[config.mk]
export PLATFORM = sky130hd
export DESIGN_NAME = mem_access_unit
export DESIGN_NICKNAME = d
export VERILOG_FILES = /design/src/rtl/mem_access_unit_pkg.sv /design/src/rtl/mem_access_unit_load_extend.sv /design/src/rtl/mem_access_unit.sv
export SDC_FILE = /design/constraint.sdc
export NUM_CORES = 1
export LEC_CHECK = 0
export ABC_CLOCK_PERIOD_IN_PS = 3000
export CAP_MARGIN = 20
export CELL_PAD_IN_SITES_DETAIL_PLACEMENT = 1
export CELL_PAD_IN_SITES_GLOBAL_PLACEMENT = 1
export CORE_UTILIZATION = 36
export CTS_BUF_LIST = sky130_fd_sc_hd__clkbuf_4 sky130_fd_sc_hd__clkbuf_8 sky130_fd_sc_hd__clkbuf_16
export DETAILED_ROUTE_END_ITERATION = 8
export PLACE_DENSITY_LB_ADDON = 0.1
export SKIP_LAST_GASP = 1
export SLEW_MARGIN = 20
export SYNTH_ARGS = -nofsm -noshare
export SYNTH_HDL_FRONTEND = slang
export SYNTH_SLANG_ARGS = --single-unit
[constraint.sdc]
create_clock -name clk -period 3 [get_ports clk]
set_input_delay 0.6 -clock clk [delete_from_list [all_inputs] [get_ports clk]]
set_output_delay 0.6 -clock clk [all_outputs]
set_load 0.1 [all_outputs]
[src/rtl/mem_access_unit_pkg.sv]
// Shared constants and types for the MEM-stage data memory access unit.
package mem_access_unit_pkg;

    localparam logic [2:0] NOREGWRITE = 3'd0;
    localparam logic [2:0] LB         = 3'd1;
    localparam logic [2:0] LH         = 3'd2;
    localparam logic [2:0] LW         = 3'd3;
    localparam logic [2:0] LBU        = 3'd4;
    localparam logic [2:0] LHU        = 3'd5;

    localparam logic [1:0] WB_ALU   = 2'd0;
    localparam logic [1:0] WB_CACHE = 2'd1;
    localparam logic [1:0] WB_CSR   = 2'd2;

    typedef enum logic {
        ST_IDLE = 1'b0,
        ST_WAIT = 1'b1
    } mau_state_e;

endpackage

[src/rtl/mem_access_unit_load_extend.sv]
// Selects and sign/zero-extends the loaded byte/halfword/word from a read word.
module load_extend
    import mem_access_unit_pkg::*;
(
    input  logic [2:0]  load_type,
    input  logic [1:0]  addr_lo,
    input  logic [31:0] word,
    output logic [31:0] data
);

    logic [7:0]  byte_sel;
    logic [15:0] half_sel;

    always_comb begin
        byte_sel = word[7:0];
        case (addr_lo)
            2'd1:    byte_sel = word[15:8];
            2'd2:    byte_sel = word[23:16];
            2'd3:    byte_sel = word[31:24];
            default: byte_sel = word[7:0];
        endcase
        // addr_lo[0] is deliberately ignored for halfwords
        half_sel = addr_lo[1] ? word[31:16] : word[15:0];

        data = word;
        case (load_type)
            LB:      data = {{24{byte_sel[7]}}, byte_sel};
            LBU:     data = {24'd0, byte_sel};
            LH:      data = {{16{half_sel[15]}}, half_sel};
            LHU:     data = {16'd0, half_sel};
            LW:      data = word;
            default: data = word;
        endcase
    end

endmodule

[src/rtl/mem_access_unit.sv]
// MEM-stage data memory access FSM: issues one registered request per op, stalls
// the pipeline until ack, and returns the extended load result to WB.
module mem_access_unit
    import mem_access_unit_pkg::*;
(
    input  logic        clk,
    input  logic        rst_n,
    input  logic [1:0]  wb_select_MEM,
    input  logic [2:0]  load_type_MEM,
    input  logic [3:0]  cache_write_en_MEM,
    input  logic [31:0] addr_MEM,
    input  logic [31:0] store_data_MEM,
    input  logic        flushM,
    output logic        mem_req,
    output logic [3:0]  mem_we,
    output logic [31:0] mem_addr,
    output logic [31:0] mem_wdata,
    input  logic        mem_ack,
    input  logic [31:0] mem_rdata,
    output logic        mem_stall,
    output logic [31:0] load_data_WB,
    output logic [31:0] perf_access_cnt,
    output logic [31:0] perf_stall_cnt
);

    mau_state_e  state_q, state_d;
    logic        req_q, req_d;
    logic [3:0]  we_q, we_d;
    logic [31:0] addr_q, addr_d;
    logic [31:0] wdata_q, wdata_d;
    logic [2:0]  ltype_q, ltype_d;
    logic        kill_q, kill_d;
    logic [31:0] load_q, load_d;
    logic [31:0] acc_q, acc_d;
    logic [31:0] stl_q, stl_d;
    logic        access;
    logic        stall;
    logic [31:0] ext_data;

    assign access = (wb_select_MEM == WB_CACHE) || (cache_write_en_MEM != 4'd0);

    load_extend u_load_extend (
        .load_type (ltype_q),
        .addr_lo   (addr_q[1:0]),
        .word      (mem_rdata),
        .data      (ext_data)
    );

    always_comb begin
        state_d = state_q;
        req_d   = req_q;
        we_d    = we_q;
        addr_d  = addr_q;
        wdata_d = wdata_q;
        ltype_d = ltype_q;
        kill_d  = kill_q;
        load_d  = load_q;
        acc_d   = acc_q;
        stall   = 1'b0;
        case (state_q)
            ST_IDLE: begin
                if (access && !flushM) begin
                    stall   = 1'b1;
                    state_d = ST_WAIT;
                    req_d   = 1'b1;
                    we_d    = cache_write_en_MEM;
                    addr_d  = addr_MEM;
                    wdata_d = store_data_MEM;
                    ltype_d = load_type_MEM;
                    kill_d  = 1'b0;
                end
            end
            ST_WAIT: begin
                // a flushed op still runs to completion; only its write-back is dropped
                if (flushM) begin
                    kill_d = 1'b1;
                end
                if (mem_ack) begin
                    state_d = ST_IDLE;
                    req_d   = 1'b0;
                    kill_d  = 1'b0;
                    acc_d   = acc_q + 32'd1;
                    if ((ltype_q != NOREGWRITE) && !kill_q && !flushM) begin
                        load_d = ext_data;
                    end
                end else begin
                    stall = 1'b1;
                end
            end
            default: state_d = ST_IDLE;
        endcase
        stl_d = stall ? (stl_q + 32'd1) : stl_q;
    end

    always_ff @(posedge clk or negedge rst_n) begin
        if (!rst_n) begin
            state_q <= ST_IDLE;
            req_q   <= 1'b0;
            we_q    <= 4'd0;
            addr_q  <= 32'd0;
            wdata_q <= 32'd0;
            ltype_q <= NOREGWRITE;
            kill_q  <= 1'b0;
            load_q  <= 32'd0;
            acc_q   <= 32'd0;
            stl_q   <= 32'd0;
        end else begin
            state_q <= state_d;
            req_q   <= req_d;
            we_q    <= we_d;
            addr_q  <= addr_d;
            wdata_q <= wdata_d;
            ltype_q <= ltype_d;
            kill_q  <= kill_d;
            load_q  <= load_d;
            acc_q   <= acc_d;
            stl_q   <= stl_d;
        end
    end

    assign mem_req         = req_q;
    assign mem_we          = we_q;
    assign mem_addr        = {addr_q[31:2], 2'b00};
    assign mem_wdata       = wdata_q;
    assign mem_stall       = stall;
    assign load_data_WB    = load_q;
    assign perf_access_cnt = acc_q;
    assign perf_stall_cnt  = stl_q;

endmodule
==> flow_summary.yaml, run 1 <==
drt:
  drt-wirelength-per-cell_um: 18.6
  drtIter0Drc: 178
  antenna_left: 0
  drc: 0
  drtPass1Iterations: 4
  drt_wl_total_um: 22500
  routed_via_density: 4.98
  via_count: 6040
floorplanning:
  die_width_um: 149
  coreArea_mm2: 0.0210
  num_rows: 53
  die_y_um: 149
  die_area_mm2: 0.0221
  start_util_pct: 36.8
  pin_count: 275
sta:
  maxSlewViolCount: 0
  setup_tns_ps: 0
  slew-limit-headroom_pct: 45.6
  period_needed_ps: 2780
  hold_viol_final: 0
  setup_viol: 0
  setup_slack_ps: 221
  hold_ws_ps: 132
  fmax_ghz: 0.360
  finalCritPeriodShare_pct: 92.6
  worstMarginPinSlew_ps: 814
  rsz0062_at_grt: "no"
  finalClockSkew_ps: 12.2
cells_and_area:
  nets: 1036
  final_util_pct: 51.5
  drive_gt1_share_pct: 32.1
  final_common_cell: "buf_4"
  mostFrequentLayoutCells: "buf_4 (176), dfrtp_1 (170), clkdlybuf4s50_1 (107)"
  antenna_cells: 0
  final_cell_area_mm2: 0.0108
  syn_to_final_growth_pct: 39.9
  fill_cells: 2248
  layoutNonFillerInstCount: 1213
clock_network:
  clk-insertion-delay-late_ps: 430
  cts-root-buf: "clkbuf_16"
  cts_tree: "done"
  cts_resized: 0
  clockBufferDepth: 2
  clk_pin_slew_ps: 70
  ctsHoldBuffers: 0
  post_cts_buffers: 0
  htree_num_levels: 4
  cts_made_buffers: 17
  cts.sinks: 170
synthesis:
  ys_warn_count: 0
  ys_seq_area_share_pct: 55.0
  synth_edf_count: 0
  ys_async_sr_fraction_pct: 100
  syn_area_per_cell_um2: 11.5
  synthFlopType: "dfrtp_1"
  synthCells: 671
  yosysUniqueCellTypes: 47
  synthesis.area_mm2: 0.00774
  ys_ff_latch: 170
power_and_ir_drop:
  p_per_area_mw_per_mm2: 1130
  p_leak_nw: 4.93
  worst_ir_drop_vdd_v: 0.000633
  finalPower_mw: 12.3
grt:
  grt_pass1_wl_um: 36100
  grt_overflow_total: 0
  antenna_found_initial: 0
  grt_start_max_net_pins: 58
  grt_usage_pct: 21.1
  grt_pass1_vias: 6681
worst_setup_path:
  start_kind: "primary input"
  arrival_ps: 2180
  rr_startpoint: "state_q"
  crit_type: "primary input to output pin"
  crit_start: "cache_write_en_MEM[1]"
  required_ps: 2400
  worstPathMaxFanout: 4
  end_kind: "output pin"
placement:
  dp_slack_ps: 29.5
  dp.cells: 1181
  io_buffers: 272
  dpl.hpwl_um: 16800
  placed_area_mm2: 0.0102
  place.gp.congestion: 0.783
worst_hold_path:
  hp-class: "primary input to async pin"
outcome:
  status: "finished, final reports clean"
run:
  drv_cap: 0
[routing by layer]
metal	routed length [um]	GRT usage (%)
met1	9320	26.1
met2	11600	36.2
met3	1390	5.31
met4	228	6.13
met5	0	0
[synth_stat cells (2+ instances only)]
cell,number,area (um2)
dfrtp_1,170,4250
mux2_2,70,788
nand2_1,68,255
nor2_1,45,169
xnor2_1,39,342
buf_4,32,240
a21oi_1,27,135
xor2_1,25,219
nand3_1,17,85.1
mux2i_1,16,160
a22oi_1,15,113
inv_1,15,56.3
nor3_1,14,70.1
nand4_1,12,75.1
o21ai_0,11,55.1
buf_2,10,50.1
clkbuf_1,9,33.8
and3_1,8,50.1
o22ai_1,8,50.1
and4_1,7,61.3
o221ai_1,7,61.3
and2_1,6,37.5
nand2b_1,4,25.0
nor3_2,4,40.0
a21o_1,3,22.5
nor4_1,3,18.8
buf_1,2,7.51
buf_6,2,22.5
ha_1,2,25.0
nor2b_1,2,12.5
nor4_2,2,25.0
[report_power, final]
group | switching, mW | total, mW | internal, mW
Combinational | 5.26 | 6.73 | 1.47
Clock | 0.973 | 2.17 | 1.20
Sequential | 0.478 | 3.35 | 2.88
[state kept, by name, summed over array words and instances (netlist names), 3 cells and up]
register / cells
mem_wdata: 32
perf_stall_cnt: 32
ltype_q: 3
mem_we: 4
perf_access_cnt: 32
load_data_WB: 32
addr_q: 32
[critical path, cell delays in order]
cell and delay, ps:
clkdlybuf4s50_1 420, nor4_1 670, a311oi_4 250, buf_12 230
[area by class of cell]
cell class	count	area, um2	share of cell area (%)
flip-flops and latches	170	4250	39.3
multi-input cells	432	3090	28.5
repair buffers	289	2500	23.1
clock buffers	19	447	4.13
well taps	275	344	3.18
clock inverters	13	133	1.23
inverters	15	56.3	0.520
[final timing paths]
path	end	cells past startpoint	slack (ps)
setup / recovery	mem_stall	4	220
hold / removal	load_data_WB[4]	1	130
setup reg to reg	perf_stall_cnt[21]	6	690
hold reg to reg	perf_stall_cnt[31]	1	470
max in group asynchronous	mem_wdata[22]	2	2040
min in group clk	perf_stall_cnt[31]	1	470
[kinds of logic after synthesis]
kind of cell / synth area share, %
adders and majority gates: 0.453
xor gates and xnor gates: 7.24
and+or+nand+nor: 13.0
muxes: 12.5
AOI/OAI and AO/OA: 6.47
buffers and inverters: 5.30
DFF: 55.0
other: 0.0485
Note: power is estimated with default switching activity, not from simulation.
==> run 2: changes to the inputs <==
--- a/config.mk
+++ b/config.mk
@@ -12,7 +12,9 @@
 export CORE_UTILIZATION = 36
 export CTS_BUF_LIST = sky130_fd_sc_hd__clkbuf_4 sky130_fd_sc_hd__clkbuf_8 sky130_fd_sc_hd__clkbuf_16
 export DETAILED_ROUTE_END_ITERATION = 8
+export GPL_TIMING_DRIVEN = 0
 export PLACE_DENSITY_LB_ADDON = 0.1
+export SETUP_SLACK_MARGIN = 0.02
 export SKIP_LAST_GASP = 1
 export SLEW_MARGIN = 20
 export SYNTH_ARGS = -nofsm -noshare
==> run 2 against run 1 <==
Largest power group unchanged; wire length about the same; cell count grew 3.2%; maximum frequency down 3.3%; critical path type unchanged; combinational power rose by 5.8%; largest cell class unchanged; power up 4.9%; worst hold slack better by 2.4 ps.
==> flow_summary.yaml, run 2 (synthesis gave the netlist of run 1 again) <==
cells_and_area:
  fill_cells: 2203
  syn_to_final_growth_pct: 48.5
  drive_gt1_share_pct: 16.9
  final_common_cell: "clkdlybuf4s50_1"
  layoutNonFillerInstCount: 1252
  antenna_cells: 0
  mostFrequentLayoutCells: "clkdlybuf4s50_1 (270), dfrtp_1 (170), mux2_2 (70)"
  nets: 1075
clock_network:
  post_cts_buffers: 0
  cts_tree: "done"
  cts.sinks: 170
  cts-root-buf: "clkbuf_16"
  clk-insertion-delay-late_ps: 430
  htree_num_levels: 4
  clk_pin_slew_ps: 70
  cts_made_buffers: 17
  clockBufferDepth: 2
sta:
  hold_viol_final: 0
  setup_slack_ps: 127
  maxSlewViolCount: 0
  setup_viol: 0
  period_needed_ps: 2870
  fmax_ghz: 0.348
  setup_tns_ps: 0
  finalCritPeriodShare_pct: 95.8
  slew-limit-headroom_pct: 30.4
  finalClockSkew_ps: 12.5
  rsz0062_at_grt: "no"
  worstMarginPinSlew_ps: 1040
grt:
  grt_start_max_net_pins: 92
  antenna_found_initial: 0
  grt_pass1_vias: 6639
  grt_usage_pct: 21.3
  grt_overflow_total: 0
  grt_pass1_wl_um: 36200
drt:
  drt_wl_total_um: 22500
  antenna_left: 0
  drtIter0Drc: 206
  routed_via_density: 4.88
  drt-wirelength-per-cell_um: 18.0
  via_count: 6116
  drc: 0
  drtPass1Iterations: 4
run:
  drv_cap: 0
outcome:
  status: "finished, final reports clean"
worst_setup_path:
  crit_start: "wb_select_MEM[1]"
  reg2reg_depth: 6
  end_kind: "output pin"
  reg2reg_slack_ps: 510
  r2r-end: "load_data_WB[26]"
  arrival_ps: 2270
  start_kind: "primary input"
  required_ps: 2400
  crit_type: "primary input to output pin"
  rr_startpoint: "addr_q[1]"
  worstPathMaxFanout: 9
power_and_ir_drop:
  p_leak_nw: 4.90
  power.internal_mw: 6.12
  net-switching-power_mw: 6.73
  swShare_pct: 52.4
  p_comb_share_pct: 55.5
  pwr-share-seq_pct: 25.5
  clock_power_share_pct: 19.0
  p_per_area_mw_per_mm2: 1120
  worst_ir_drop_vdd_v: 0.000614
  finalPower_mw: 12.8
floorplanning:
  start_util_pct: 36.8
  pin_count: 275
  die_y_um: 149
  die_area_mm2: 0.0221
  coreArea_mm2: 0.0210
  num_rows: 53
  die_width_um: 149
placement:
  io_buffers: 272
  dpl.hpwl_um: 16600
  dp_slack_ps: -916
  dp.cells: 1220
  place.gp.congestion: 0.789
worst_hold_path:
  hp-class: "primary input to async pin"
[run 2: power by group through the flow]
stage	logic, mW	clock network, mW	registers, mW
2_1_floorplan	2.18	0	6.50
3_3_place_gp	7.10	0	3.30
3_5_place_dp	7.15	0	3.33
4_1_cts	7.17	2.50	3.29
5_1_grt	7.38	2.60	3.37
6_report	7.12	2.44	3.28
[run 2: final cells by class]
cell class,count,area (um2),area share [%]
Clock buffer,19,447,3.89
Clock inverter,13,203,1.76
Tap cell,275,344,2.99
Multi-Input combinational cell,432,3080,26.8
Timing Repair Buffer,273,2750,23.9
Buffer,55,354,3.08
Inverter,15,56.3,0.490
Sequential cell,170,4250,37.0
[run 2: worst max-delay path by stage]
stage | endpoint | depth (start not counted)
final | mem_stall | 4
after global routing | mem_stall | 5
after CTS | mem_stall | 5
after detailed placement | mem_stall | 4
after global placement | perf_stall_cnt[26] | 1
after floorplan | perf_stall_cnt[28] | 7
[run 2: metrics by stage]
step / area, um2 / utilization (%) / hold WS [ps]
after CTS: 11500 / 54.7 / 173
after global placement: 10800 / 51.4 / 456
after global routing: 11500 / 54.7 / 192
after detailed placement: 10800 / 51.6 / 461
after floorplan: 7740 / - / 304
final: 11500 / 54.7 / 134
[run 2: metal layers]
metal / wire [um] / vias up / share of wire, % / track usage, %
met5: 0 / - / 0 / 0
met4: 405 / 0 / 1.8 / 6.70
met3: 1560 / 26 / 6.9 / 6.56
met2: 10800 / 178 / 48 / 34.7
met1: 9790 / 3035 / 43 / 26.8
li1: - / 2877 / - / -
[run 2: worst max-delay path, stage by stage]
cell and delay (ps):
clkdlybuf4s50_1 390, nand2b_1 220, a311oi_4 640, buf_4 410
[run 2: timing repair]
action | in CTS | in global routing
hold buffers | 0 | 0
pin swaps | 0 | 1
resized for setup | 7 | 0
endpoints found under the setup margin | 1 | 1
endpoints found under the hold margin | 0 | 0
